===== src/rtl/lvds_align_ctrl.sv =====
// Word-alignment sequencer for a single-lane LVDS 8b/10b receiver: waits for PLL
// lock, hunts for K28.5 via bit-slip, verifies comma periodicity, re-aligns on errors.
module lvds_align_ctrl #(
  parameter logic [9:0]  COMMA_N    = 10'b0011111010,
  parameter logic [9:0]  COMMA_P    = 10'b1100000101,
  parameter int unsigned SETTLE_CYC = 64,
  parameter int unsigned SEARCH_WIN = 256,
  parameter int unsigned SLIP_PULSE = 2,
  parameter int unsigned SLIP_WAIT  = 8,
  parameter int unsigned LOCK_CNT   = 4,
  parameter int unsigned DEC_LAT    = 4,
  parameter int unsigned ERR_WIN    = 1024,
  parameter int unsigned ERR_THRESH = 8
) (
  input  logic       clk,
  input  logic       rst,
  input  logic       rx_locked,
  input  logic [9:0] rx_word,
  input  logic       code_err,
  output logic       rx_data_align,
  output logic       align_done,
  output logic [3:0] slip_cnt,
  output logic [2:0] align_state,
  output logic [7:0] realign_cnt
);

  localparam int unsigned CYC_MAX = (SETTLE_CYC > SEARCH_WIN) ? SETTLE_CYC : SEARCH_WIN;
  localparam int unsigned CYC_W   = $clog2(CYC_MAX + 1);
  localparam int unsigned HIT_W   = $clog2(LOCK_CNT + 1);
  localparam int unsigned SUP_W   = $clog2(DEC_LAT + 1);
  localparam int unsigned WIN_W   = $clog2(ERR_WIN);
  localparam int unsigned ERR_W   = $clog2(ERR_THRESH + 1);

  localparam logic [CYC_W-1:0] CYC_ZERO    = CYC_W'(1'b0);
  localparam logic [CYC_W-1:0] CYC_ONE     = CYC_W'(1'b1);
  localparam logic [CYC_W-1:0] SETTLE_LAST = CYC_W'(SETTLE_CYC - 1);
  localparam logic [CYC_W-1:0] WIN_LAST    = CYC_W'(SEARCH_WIN - 1);
  localparam logic [CYC_W-1:0] PULSE_LAST  = CYC_W'(SLIP_PULSE - 1);
  localparam logic [CYC_W-1:0] WAIT_LAST   = CYC_W'(SLIP_WAIT - 1);
  localparam logic [HIT_W-1:0] HIT_ZERO    = HIT_W'(1'b0);
  localparam logic [HIT_W-1:0] HIT_ONE     = HIT_W'(1'b1);
  localparam logic [HIT_W-1:0] HIT_LAST    = HIT_W'(LOCK_CNT - 1);
  localparam logic [SUP_W-1:0] SUP_ZERO    = SUP_W'(1'b0);
  localparam logic [SUP_W-1:0] SUP_ONE     = SUP_W'(1'b1);
  localparam logic [SUP_W-1:0] SUP_LOAD    = SUP_W'(DEC_LAT);
  localparam logic [WIN_W-1:0] WIN_ZERO    = WIN_W'(1'b0);
  localparam logic [WIN_W-1:0] WIN_ONE     = WIN_W'(1'b1);
  localparam logic [WIN_W-1:0] WIN_END     = WIN_W'(ERR_WIN - 1);
  localparam logic [ERR_W-1:0] ERR_ZERO    = ERR_W'(1'b0);
  localparam logic [ERR_W-1:0] ERR_ONE     = ERR_W'(1'b1);
  localparam logic [ERR_W-1:0] ERR_LAST    = ERR_W'(ERR_THRESH - 1);

  typedef enum logic [2:0] {
    WAIT_LOCK = 3'd0,
    SETTLE    = 3'd1,
    SEARCH    = 3'd2,
    SLIP      = 3'd3,
    SLIP_WT   = 3'd4,
    VERIFY    = 3'd5,
    ALIGNED   = 3'd6
  } state_t;

  function automatic logic is_comma(input logic [9:0] w);
    return (w == COMMA_N) || (w == COMMA_P);
  endfunction

  // slip_cnt counts modulo ten so it always reads as one decimal digit
  function automatic logic [3:0] slip_next(input logic [3:0] v);
    if (v >= 4'd9) begin
      return 4'd0;
    end else begin
      return v + 4'd1;
    end
  endfunction

  state_t             state_r;
  state_t             state_nx_s;
  logic               lock_meta_r;
  logic               lock_sync_r;
  logic               comma_r;
  logic [CYC_W-1:0]   cyc_r;
  logic [HIT_W-1:0]   hit_cnt_r;
  logic [SUP_W-1:0]   supp_r;
  logic [WIN_W-1:0]   win_r;
  logic [ERR_W-1:0]   err_cnt_r;
  logic [3:0]         slip_cnt_r;
  logic [7:0]         realign_cnt_r;
  logic               rx_data_align_r;
  logic               align_done_r;
  logic               state_chg_s;
  logic               err_event_s;
  logic               err_trip_s;

  assign state_chg_s = (state_nx_s != state_r);
  assign err_event_s = (state_r == ALIGNED) && code_err && (supp_r == SUP_ZERO);
  assign err_trip_s  = err_event_s && (err_cnt_r == ERR_LAST);

  // Two-flop synchronizer for the asynchronous PLL lock
  always_ff @(posedge clk or posedge rst) begin
    if (rst) begin
      lock_meta_r <= 1'b0;
      lock_sync_r <= 1'b0;
    end else begin
      lock_meta_r <= rx_locked;
      lock_sync_r <= lock_meta_r;
    end
  end

  // Registered comma detect; FSM decisions lag rx_word by one cycle
  always_ff @(posedge clk or posedge rst) begin
    if (rst) begin
      comma_r <= 1'b0;
    end else begin
      comma_r <= is_comma(rx_word);
    end
  end

  // State register
  always_ff @(posedge clk or posedge rst) begin
    if (rst) begin
      state_r <= WAIT_LOCK;
    end else begin
      state_r <= state_nx_s;
    end
  end

  // Next-state logic; lock loss overrides every state-local transition
  always_comb begin
    state_nx_s = state_r;
    if (!lock_sync_r) begin
      state_nx_s = WAIT_LOCK;
    end else begin
      case (state_r)
        WAIT_LOCK: state_nx_s = SETTLE;
        SETTLE: begin
          if (cyc_r == SETTLE_LAST) state_nx_s = SEARCH;
          else                      state_nx_s = SETTLE;
        end
        SEARCH: begin
          if (comma_r)                state_nx_s = VERIFY;
          else if (cyc_r == WIN_LAST) state_nx_s = SLIP;
          else                        state_nx_s = SEARCH;
        end
        SLIP: begin
          if (cyc_r == PULSE_LAST) state_nx_s = SLIP_WT;
          else                     state_nx_s = SLIP;
        end
        SLIP_WT: begin
          if (cyc_r == WAIT_LAST) state_nx_s = SEARCH;
          else                    state_nx_s = SLIP_WT;
        end
        VERIFY: begin
          if (comma_r) begin
            if (hit_cnt_r == HIT_LAST) state_nx_s = ALIGNED;
            else                       state_nx_s = VERIFY;
          end else if (cyc_r == WIN_LAST) begin
            state_nx_s = SLIP;
          end else begin
            state_nx_s = VERIFY;
          end
        end
        ALIGNED: begin
          if (err_trip_s) state_nx_s = SEARCH;
          else            state_nx_s = ALIGNED;
        end
        default: state_nx_s = WAIT_LOCK;
      endcase
    end
  end

  // Shared settle/word/pulse/wait counter; restarts on every state change
  always_ff @(posedge clk or posedge rst) begin
    if (rst) begin
      cyc_r <= CYC_ZERO;
    end else if (state_chg_s || (state_r == WAIT_LOCK) || (state_r == ALIGNED) ||
                 ((state_r == VERIFY) && comma_r)) begin
      cyc_r <= CYC_ZERO;
    end else begin
      cyc_r <= cyc_r + CYC_ONE;
    end
  end

  // Comma hit count while verifying periodicity
  always_ff @(posedge clk or posedge rst) begin
    if (rst) begin
      hit_cnt_r <= HIT_ZERO;
    end else if (state_nx_s != VERIFY) begin
      hit_cnt_r <= HIT_ZERO;
    end else if (state_r != VERIFY) begin
      hit_cnt_r <= HIT_ONE;
    end else if (comma_r) begin
      hit_cnt_r <= hit_cnt_r + HIT_ONE;
    end else begin
      hit_cnt_r <= hit_cnt_r;
    end
  end

  // Slip counter: bumps on SLIP entry, cleared whenever a fresh search begins
  always_ff @(posedge clk or posedge rst) begin
    if (rst) begin
      slip_cnt_r <= 4'd0;
    end else if ((state_nx_s == SLIP) && (state_r != SLIP)) begin
      slip_cnt_r <= slip_next(slip_cnt_r);
    end else if ((state_nx_s == SEARCH) && ((state_r == SETTLE) || (state_r == ALIGNED))) begin
      slip_cnt_r <= 4'd0;
    end else begin
      slip_cnt_r <= slip_cnt_r;
    end
  end

  // Decoder-latency suppression of code_err right after alignment
  always_ff @(posedge clk or posedge rst) begin
    if (rst) begin
      supp_r <= SUP_ZERO;
    end else if ((state_nx_s == ALIGNED) && (state_r != ALIGNED)) begin
      supp_r <= SUP_LOAD;
    end else if ((state_r == ALIGNED) && (supp_r != SUP_ZERO)) begin
      supp_r <= supp_r - SUP_ONE;
    end else begin
      supp_r <= supp_r;
    end
  end

  // Error window: a wrap clears the count after the closing error is judged
  always_ff @(posedge clk or posedge rst) begin
    if (rst) begin
      win_r     <= WIN_ZERO;
      err_cnt_r <= ERR_ZERO;
    end else if ((state_r != ALIGNED) || (state_nx_s != ALIGNED)) begin
      win_r     <= WIN_ZERO;
      err_cnt_r <= ERR_ZERO;
    end else if (win_r == WIN_END) begin
      win_r     <= WIN_ZERO;
      err_cnt_r <= ERR_ZERO;
    end else begin
      win_r     <= win_r + WIN_ONE;
      err_cnt_r <= err_cnt_r + (err_event_s ? ERR_ONE : ERR_ZERO);
    end
  end

  // Loss-of-alignment counter, saturating
  always_ff @(posedge clk or posedge rst) begin
    if (rst) begin
      realign_cnt_r <= 8'd0;
    end else if ((state_r == ALIGNED) && (state_nx_s == SEARCH) && (realign_cnt_r != 8'hFF)) begin
      realign_cnt_r <= realign_cnt_r + 8'd1;
    end else begin
      realign_cnt_r <= realign_cnt_r;
    end
  end

  // Registered status/control outputs, decoded from the next state
  always_ff @(posedge clk or posedge rst) begin
    if (rst) begin
      rx_data_align_r <= 1'b0;
      align_done_r    <= 1'b0;
    end else begin
      rx_data_align_r <= (state_nx_s == SLIP);
      align_done_r    <= (state_nx_s == ALIGNED);
    end
  end

  assign rx_data_align = rx_data_align_r;
  assign align_done    = align_done_r;
  assign slip_cnt      = slip_cnt_r;
  assign align_state   = state_r;
  assign realign_cnt   = realign_cnt_r;

endmodule


===== config.mk =====
export PLATFORM = sky130hd
export DESIGN_NAME = lvds_align_ctrl
export DESIGN_NICKNAME = d
export VERILOG_FILES = /design/src/rtl/lvds_align_ctrl.sv
export SDC_FILE = /design/constraint.sdc
export NUM_CORES = 1
export LEC_CHECK = 0
export BUFFER_PORTS_ARGS = -buffer_cell sky130_fd_sc_hd__buf_2
export CORE_ASPECT_RATIO = 0.7
export CORE_MARGIN = 8
export CORE_UTILIZATION = 50
export DETAILED_ROUTE_END_ITERATION = 6
export PLACE_DENSITY = 0.78
export RECOVER_POWER = 100
export SYNTH_ARGS = -nofsm -noshare
export SYNTH_HDL_FRONTEND = slang
export SYNTH_SLANG_ARGS = --single-unit
export TNS_END_PERCENT = 50

===== constraint.sdc =====
create_clock -name clk -period 3.4 [get_ports clk]
set_input_delay 0.68 -clock clk [delete_from_list [all_inputs] [get_ports clk]]
set_output_delay 0.68 -clock clk [all_outputs]
set_load 0.05 [all_outputs]

==> impl_metrics.toml <==
[outcome]
run_status = "finished with violations"
violations = "capacitance limit, slew limit"

[clock_tree]
cts_resized = 0
cts.clk_slew.worst_paths_ns = 0.09
cts_made_buffers = 5
cts_root_buf = "clkbuf_8"
cts_tree = "yes"
insertion_delay_ns = 0.30
cts_buffer_depth = 2
h-tree-depth = 2
cts.sinks = 49
holdBufCountCts = 0
post_cts_buffers = 0

[synth]
async_reset_ff_share_pct = 100.0
ys_seq_elements = 49
yosys.cell_types.count = 53
syn_inst = 272
synth_flop_cell = "dfrtp_1"
syn-num-nets = 300
synth_warnings = 0
synth_edf_count = 0
syn_area_um2 = 2780
synth.yosys.seq_area_share_pct = 44.10
syn_avg_cell_area_um2 = 10.22

[cells_and_area]
antennaDiodeCount = 0
finalCoreUtilization_pct = 57.23
layout.nets = 330
final_cell_mix = "49 x dfrtp_1, 26 x nor2_1, 18 x inv_1, 18 x clkbuf_1, 17 x nand2_1"
layout_commonest_cell = "dfrtp_1"
seq_area_um2 = 1226
multi_input_area_um2 = 1433
n_fill_cell = 473
area_growth_pct = 9.361
drive_gt1_share_pct = 11.88

[placed_design]
io_buffers = 30
gp_congestion = 0.8701
detailed_place_hpwl_mm = 3.959

[power]
leakage_nw = 1.315
ir_drop_mv = 0.1419
pwr-share-comb_pct = 4.7
pwr-share-seq_pct = 59.6
p_sw_uw = 227.2
swShare_pct = 22.86
power.internal_uw = 766.5
power.density_nw_per_um2 = 326.8
p_clk_share_pct = 35.7

[worst_setup_path]
cp_cell_sequence = "ha_1, and4_1, nand2_1, nor2_1, ha_1, nor2b_1, o32a_1, o211ai_1, o21ai_4, mux2i_2, nor4_1"
end_kind = "flop"
crit_family = "simple AND/OR/NAND/NOR gates"
arrival_ns = 3.10
critPathLaunchType = "flop"
path_class = "reg2reg"
cpMostUsedCell = "ha_1"
crit_required_ns = 3.56
slowest_stage = "mux2i_2"
crit_buf_inv = 0
critPathMaxFanout = 9
cp_slowest_stage_delay_ns = 0.53

[detailed_routing]
wirelength_mm = 5.337
ant_nets = 0
first_pass_iters = 4
drc_errors = 0
wl_per_cell_um = 14.23
drt_first_iter_violations = 192
routed-via-count = 2087
post_drt_via_cell_ratio = 5.565

[timing]
slew_headroom_pct = -21.22
slew_violations = 50
max_clock_freq_ghz = 0.3400
timing.hold.ws_ns = 0.3675
setup_viol = 0
period_share_pct = 86.51
rsz0062_at_grt = "no"
worstMarginPinSlew_ns = 1.816
skew_ns = 0.007482
finalHoldViolCount = 0
period_minus_slack_ns = 2.941
fin_tns_setup_ns = 0

[floorplanning]
die_area_um2 = 8240
fp.dieH_um = 78.39
row_count = 22
ios = 31
die_w_um = 105.1
initial_core_util_pct = 52.33
coreArea_um2 = 5313

[global_routing]
grt_usage_pct = 13.91
grt_pass1_vias = 2000
grt_first_pass_wirelength_mm = 9.446
grt_max_degree = 50
antenna_found_initial = 0
grt_overflow = 0

[min_path]
hold_path_class = "reg2reg"

[flow_run]
maxCapViolCount = 1
-- path summary, 6_finish.rpt --
kind | from | end | slack (ns) | cells after the start
worst min-delay path | lock_meta_r | lock_sync_r | 0.37 | 0
worst max register to register | cyc_r[0] | cyc_r[2] | 0.46 | 11
worst min register to register | lock_meta_r | lock_sync_r | 0.37 | 0
worst max-delay path | cyc_r[0] | cyc_r[2] | 0.46 | 11
min in group asynchronous | rst | realign_cnt[2] | 0.95 | 2
max in group asynchronous | rst | slip_cnt[0] | 1.39 | 2
-- logic make-up (layout without fill, tap and decap cells) --
logic type,count (synthesis),count (layout),share of synthesized area [%]
buffers and inverters,25,56,3.870
and+or+nand+nor,120,120,25.52
xor gates and xnor gates,26,26,8.461
DFF,49,49,44.10
AOI/OAI and AO/OA,34,34,10.13
adders and majority gates,14,14,6.301
muxes,4,4,1.620
-- area by class of cell --
type,count,share of cell area (%)
multi-input cells,198,47.12
clock inverters,2,0.4527
inverters,18,2.222
flip-flops and latches,49,40.33
repair buffers,30,4.198
clock buffers,6,2.716
well taps,72,2.963
-- registers in the layout, summed over array words and instances (netlist names), 3 cells and up --
name / cells
hit_cnt_r: 3
supp_r: 3
slip_cnt: 4
err_cnt_r: 4
realign_cnt: 8
cyc_r: 9
align_state: 3
win_r: 10
-- power by group through the flow --
| stage | combinational [mW] | clock, mW | sequential (mW) |
|---|---|---|---|
| 2_1_floorplan | 0.0293 | 0 | 0.603 |
| 3_3_place_gp | 0.0461 | 0 | 0.603 |
| 3_5_place_dp | 0.0476 | 0 | 0.604 |
| 4_1_cts | 0.0477 | 0.368 | 0.592 |
| 5_1_grt | 0.0534 | 0.396 | 0.593 |
| 6_report | 0.0466 | 0.355 | 0.592 |
-- through the flow --
stage | setup slack [ns] | cells | power, mW | instance area [um2]
2_1_floorplan | 0.8374 | 272 | 0.6327 | 2780
3_3_place_gp | 0.6587 | 367 | 0.6495 | 2980
3_5_place_dp | 0.5946 | 367 | 0.6513 | 2980
4_1_cts | 0.5584 | 375 | 1.008 | 3077
5_1_grt | 0.1723 | 375 | 1.043 | 3040
6_report | 0.4588 | 375 | 0.9937 | 3040
-- Yosys cell counts (all sizes together) (2+ instances only) --
cell     number  area, um2
a31oi         4      25.02
nor3b         3      22.52
mux2i         3      33.78
a21oi         6      41.29
and3b         2      17.52
ha           14      175.2
nand2b        3      18.77
a221o         2      20.02
nand2        17      63.81
xor2         12      112.6
and3          3      18.77
nand4b        2      17.52
nor4         13      96.34
o21ai         7      46.30
xnor2        14      122.6
nand3        13      65.06
dfrtp        49       1226
nand4bb       2      22.52
and4          4      35.03
buf           6      36.28
nand3b        3      22.52
nand4         5      31.28
nor2         27      108.9
inv          18      67.56
nor2b         4      25.02
nor3         10      55.05
a41oi         2      17.52
nor4b         2      38.78
and2          3      18.77
a41o          2      20.02
a31o          4      35.03
-- per-layer routing --
metal / vias to the layer above / share of wire [%] / track usage, %
li1: 1032 / - / -
met1: 991 / 52 / 20.36
met2: 58 / 40 / 18.98
met3: 6 / 6.3 / 4.241
met4: 0 / 1.2 / 4.255
met5: - / 0 / 0
Note: power is estimated with default switching activity, not from simulation.
